--- config.mk ---
export PLATFORM = sky130hd
export DESIGN_NAME = poly_io_regs
export DESIGN_NICKNAME = d
export VERILOG_FILES = /design/src/rtl/poly_io_regs.sv
export SDC_FILE = /design/constraint.sdc
export NUM_CORES = 2
export LEC_CHECK = 0
export CAP_MARGIN = 40
export CELL_PAD_IN_SITES_DETAIL_PLACEMENT = 2
export CELL_PAD_IN_SITES_GLOBAL_PLACEMENT = 2
export CORE_AREA = 3 3 581 583
export DETAILED_ROUTE_END_ITERATION = 8
export DIE_AREA = 0 0 584 586
export PLACE_DENSITY_LB_ADDON = 0.2
export SLEW_MARGIN = 20
export SYNTH_ARGS = -nofsm -noshare
export SYNTH_HDL_FRONTEND = slang
export SYNTH_SLANG_ARGS = --single-unit
--- constraint.sdc ---
create_clock -name clock_i -period 2.5 [get_ports clock_i]
set_clock_uncertainty 0.15 [all_clocks]
set_input_delay 0.25 -clock clock_i [delete_from_list [all_inputs] [get_ports clock_i]]
set_output_delay 0.25 -clock clock_i [all_outputs]
set_load 0.02 [all_outputs]
--- src/rtl/poly_io_regs.sv ---
// Operand input shift registers (A, B, M, M'0) with fill tracking, plus the result
// register that streams a finished polynomial back to BRAM one word at a time.
module poly_io_regs #(
    parameter int unsigned WORD_WIDTH = 17,
    parameter int unsigned N          = 5,
    parameter int unsigned S          = 4
) (
    input  logic                              clock_i,
    input  logic                              reset_i,
    input  logic [WORD_WIDTH-1:0]             BRAM_dout_i,
    input  logic [1:0]                        INPUT_reg_sel_i,
    input  logic                              INPUT_reg_en_i,
    input  logic                              clear_i,
    input  logic                              RES_load_i,
    input  logic [N*S*WORD_WIDTH-1:0]         RES_data_i,
    input  logic                              RES_reg_shift_i,
    output logic [N*S*WORD_WIDTH-1:0]         A_o,
    output logic [N*S*WORD_WIDTH-1:0]         B_o,
    output logic [N*S*WORD_WIDTH-1:0]         M_o,
    output logic [N*WORD_WIDTH-1:0]           M_prime_0_o,
    output logic [3:0]                        full_o,
    output logic                              operands_ready_o,
    output logic [WORD_WIDTH-1:0]             BRAM_din_o,
    output logic                              RES_empty_o
);

    localparam int unsigned L   = N * S;
    localparam int unsigned PW  = L * WORD_WIDTH;
    localparam int unsigned MPW = N * WORD_WIDTH;
    localparam int unsigned CW  = $clog2(L) + 1;

    localparam logic [CW-1:0] LIM_L = CW'(L);
    localparam logic [CW-1:0] LIM_N = CW'(N);

    logic [PW-1:0]           a_q, a_d, b_q, b_d, m_q, m_d;
    logic [MPW-1:0]          mp_q, mp_d;
    logic [3:0][CW-1:0]      cnt_q, cnt_d;
    logic [3:0]              full_q, full_d;
    logic [PW-1:0]           res_q, res_d;
    logic [CW-1:0]           rem_q, rem_d;
    logic [3:0]              sel_hit;
    logic [CW-1:0]           lim;

    always_comb begin
        sel_hit = INPUT_reg_en_i ? (4'b0001 << INPUT_reg_sel_i) : 4'b0000;

        // New words enter at the top so the first word written ends up in word 0.
        a_d  = sel_hit[0] ? {BRAM_dout_i, a_q[PW-1:WORD_WIDTH]}   : a_q;
        b_d  = sel_hit[1] ? {BRAM_dout_i, b_q[PW-1:WORD_WIDTH]}   : b_q;
        m_d  = sel_hit[2] ? {BRAM_dout_i, m_q[PW-1:WORD_WIDTH]}   : m_q;
        mp_d = sel_hit[3] ? {BRAM_dout_i, mp_q[MPW-1:WORD_WIDTH]} : mp_q;

        cnt_d  = cnt_q;
        full_d = full_q;
        lim    = LIM_L;
        for (int i = 0; i < 4; i++) begin
            lim = (i == 3) ? LIM_N : LIM_L;
            if (sel_hit[i] && (cnt_q[i] != lim)) begin
                cnt_d[i] = cnt_q[i] + 1'b1;
            end
            // Full follows the counter by one cycle.
            full_d[i] = full_q[i] | (cnt_q[i] == lim);
        end
        if (clear_i) begin
            cnt_d  = '0;
            full_d = '0;
        end

        res_d = res_q;
        rem_d = rem_q;
        if (RES_load_i) begin
            res_d = RES_data_i;
            rem_d = LIM_L;
        end else if (RES_reg_shift_i && (rem_q != '0)) begin
            res_d = {{WORD_WIDTH{1'b0}}, res_q[PW-1:WORD_WIDTH]};
            rem_d = rem_q - 1'b1;
        end
    end

    always_ff @(posedge clock_i or negedge reset_i) begin
        if (!reset_i) begin
            a_q    <= '0;
            b_q    <= '0;
            m_q    <= '0;
            mp_q   <= '0;
            cnt_q  <= '0;
            full_q <= '0;
            res_q  <= '0;
            rem_q  <= '0;
        end else begin
            a_q    <= a_d;
            b_q    <= b_d;
            m_q    <= m_d;
            mp_q   <= mp_d;
            cnt_q  <= cnt_d;
            full_q <= full_d;
            res_q  <= res_d;
            rem_q  <= rem_d;
        end
    end

    assign A_o              = a_q;
    assign B_o              = b_q;
    assign M_o              = m_q;
    assign M_prime_0_o      = mp_q;
    assign full_o           = full_q;
    assign operands_ready_o = &full_q;
    assign BRAM_din_o       = (rem_q != '0) ? res_q[WORD_WIDTH-1:0] : '0;
    assign RES_empty_o      = (rem_q == '0);

endmodule

==> impl_metrics.csv <==
group,metric,value,unit
floorplanning,die_w,584,um
timing,worst_pin_slew,0.631,ns
floorplanning,top_level_ports,1493,
timing,setup_slack,-0.182,ns
setup_path,crit_path_start_kind,"flop",
synthesis,synthCells,7509,
floorplanning,die-area,342000,um2
timing,finalHoldViolCount,0,
setup_path,crit_fanout,18,
floorplanning,row_count,212,
setup_path,endpoint_kind,"output port",
synthesis,async_flop_share,100,%
setup_path,critPathSlowestCell,"dfrtp_1",
clock_tree,clockRootBuffer,"clkbuf_16",
routing,drc,0,
routing,firstDrtPassIters,4,
grt,grt_use_met2,32.9,%
place,port_buffers,1492,
synthesis,synth.top_cell.area_share,56.2,%
synthesis,synth_edf_count,0,
timing,period_share,107,%
floorplanning,coreArea,333000,um2
grt,gr-total-overflow,0,
setup_path,crit_type,"reg -> out",
setup_path,cp.arrival,2.28,ns
timing,max_slew_margin,57.3,%
setup_path,startpoint,"rem_q[0]",
grt,met1_usage,23.3,%
clock_tree,clk_latency,0.88,ns
synthesis,postSynthAreaPerCell,8.77,um2
worst_hold_path,hp-class,"in -> reg",
outcome,status,"finished with violations",
synthesis,synth_fp_nets,7884,
timing,finalMaxSlewViolations,0,
clock_tree,cts_htree_levels,4,
setup_path,worstPathRequired,2.10,ns
routing,vias,60094,
final_layout,seq_area,37000,um2
grt,busiest_layer,"met2",
pwr,p_leak,46.1,nW
synthesis,ys_seq_area_share,56.2,%
routing,dr.first_iter.drc_count,3008,
place,place.gp.congestion,0.819,
setup_path,ff2ff_setup_slack,0.01,ns
timing,rsz0062_at_grt,"yes",
final_layout,nets,9574,
routing,wl,339,mm
final_layout,area_delta_synth_final,46.1,%
synthesis,synth_cell_types,44,
grt,first_global_vias,66433,
setup_path,critical_path.cell_chain,"inv_2, ha_4, nor3b_4, nand2_2, buf_12, and2_1, buf_2",
grt,grt_max_degree,101,
place,dpl_worst_slack,0.0666,ns
outcome,violations,"negative setup slack",
final_layout,multi_input_area,26500,um2
clock_tree,tritoncts,"done",
clock_tree,cts.clk_slew.worst_paths,0.05,ns
routing,via_per_inst,4.37,
pwr,p_per_area,761,nW/um2
synthesis,netlist_area,65900,um2
grt,antenna_found_initial,66,
final_layout,fin_util,28.9,%
grt,grt_use_met3,5.42,%
clock_tree,cts_buffers,196,
place,dp_hpwl,252,mm
routing,wl_per_cell,24.7,um
final_layout,n_fill_cell,37045,
run,maxCapViolations,0,
worst_hold_path,min-delay-start,"RES_data_i[271]",
synthesis,yosys_warnings,0,
timing,layout_min_cycle_time,2.68,ns
clock_tree,ctsLongestPathBuffers,4,
grt,grt_pass1_wl,489,mm
timing,max_freq,373,MHz
setup_path,cpPeakStageDelay,0.39,ns
synthesis,netlist_top_cells_area,"dfrtp_1 (56%), nand2_1 (21%), o31a_1 (4.3%), a31o_2 (4.3%), nand2b_1 (3.3%)",
grt,grt_util_all_layers,19.2,%
floorplanning,fp.dieH,586,um
synthesis,synth-seq-cells,1479,
timing,fin_setup_tns,-2.86,ns
final_layout,drive_gt1_share,9.98,%
synthesis,ys.flop_type,"dfrtp_1",
clock_tree,cts_sinks,1479,
pwr,ir_drop,0.521,mV
floorplanning,initial_core_util,19.8,%
timing,setup_viol,18,
routing,ant_nets,0,
synthesis,synth_top_area_cell,"dfrtp_1",
setup_path,timing.rr.start,"rem_q[0]",
[Yosys cell counts (all sizes together), types with 10 or more instances]
master	n
a21oi	338
a31o	323
and2	19
buf	305
clkbuf	240
dfrtp	1479
ha	10
inv	10
mux2	10
nand2	3664
nand2b	348
nor2	19
nor2b	333
o21ai	23
o31a	325
[critical path, delay by kind of cell, from the launching register on]
| family | cells | cell delay [ns] |
|---|---|---|
| AND/OR/NAND/NOR | 3 | 0.49 |
| buffers and inverters | 3 | 0.41 |
| flip-flops | 1 | 0.39 |
| adder cells (fa/ha/maj) | 1 | 0.15 |
[metrics by stage]
| stage | cells | power (mW) | cell area (um2) | hold slack (ns) |
|---|---|---|---|---|
| floorplan | 7509 | 35.6 | 65900 | -0.196 |
| global placement | 13090 | 45.7 | 87200 | 0.0575 |
| detailed placement | 13090 | 45.9 | 87200 | 0.0639 |
| CTS | 13723 | 74.9 | 96100 | 0.000259 |
| global route | 13734 | 77.2 | 96200 | 0.0159 |
| finish | 13740 | 73.2 | 96200 | 0.0800 |
[per-layer routing]
metal  up-vias  part of all wire [%]
met5         -                 0.017
met4        10                   3.5
met3       440                   6.6
met2      1339                    48
met1     30769                    42
li1      27536                     -
[power breakdown]
group,total (mW),internal [mW],leakage [nW],switching (mW)
Clock,28.0,16.4,3.04,11.6
Sequential,29.5,26.5,19.4,2.99
Combinational,15.7,6.39,23.6,9.33
[flip-flops by register name (all words and copies together) (netlist names)]
register     count
M_prime_0_o     85
rem_q            6
M_o            340
full_o           4
B_o            340
res_q          340
cnt_q           24
A_o            340
[kinds of logic after synthesis]
| group | Yosys count | share of synthesized area [%] |
|---|---|---|
| simple gates | 4424 | 28.1 |
| flops | 1479 | 56.2 |
| compound gates | 1028 | 11.6 |
| buf+inv | 555 | 3.72 |
| mux | 13 | 0.217 |
| fa+ha+maj | 10 | 0.190 |
[worst paths after layout]
check	endpoint	depth (start not counted)
worst max-delay path	BRAM_din_o[13]	7
worst min-delay path	res_q[271]	3
worst max register to register	rem_q[5]	6
worst min register to register	M_o[5]	2
max in group asynchronous	res_q[132]	4
min in group asynchronous	A_o[119]	3
[timing repair]
action	in CTS	in global routing
gates cloned	0	0
endpoints found under the hold margin	1660	0
resized for setup	279	26
setup buffers	5	2
hold buffers	291	0
endpoints found under the setup margin	200	45
[layout by cell type (no fill, tap or decap), types with 19 or more instances in the layout]
| master | Yosys | layout |
|---|---|---|
| nand2_1 | 3664 | 3663 |
| nor2b_1 | 333 | 333 |
| clkdlybuf4s50_1 | 0 | 1270 |
| nand2b_1 | 348 | 348 |
| buf_12 | 0 | 109 |
| dlymetal6s2s_1 | 0 | 20 |
| dlygate4sd2_1 | 0 | 175 |
| clkbuf_1 | 240 | 62 |
| and2_1 | 19 | 19 |
| o21ai_0 | 23 | 23 |
| dlygate4sd3_1 | 0 | 290 |
| clkbuf_16 | 0 | 197 |
| buf_4 | 5 | 149 |
| o31a_1 | 325 | 325 |
| a31o_2 | 323 | 323 |
| clkbuf_8 | 0 | 48 |
| a21oi_1 | 338 | 337 |
| dfrtp_1 | 1479 | 1460 |
[area by class of cell]
cell class                      count  share of cell area [%]
Multi-Input combinational cell   5475                    27.5
Timing Repair Buffer             2037                    21.7
Inverter                           10                  0.0390
Antenna cell                       15                  0.0390
Clock inverter                     30                   0.406
Tap cell                         4387                    5.71
Sequential cell                  1479                    38.5
Clock buffer                      307                    6.05
Power figures use the tool's default switching activity.
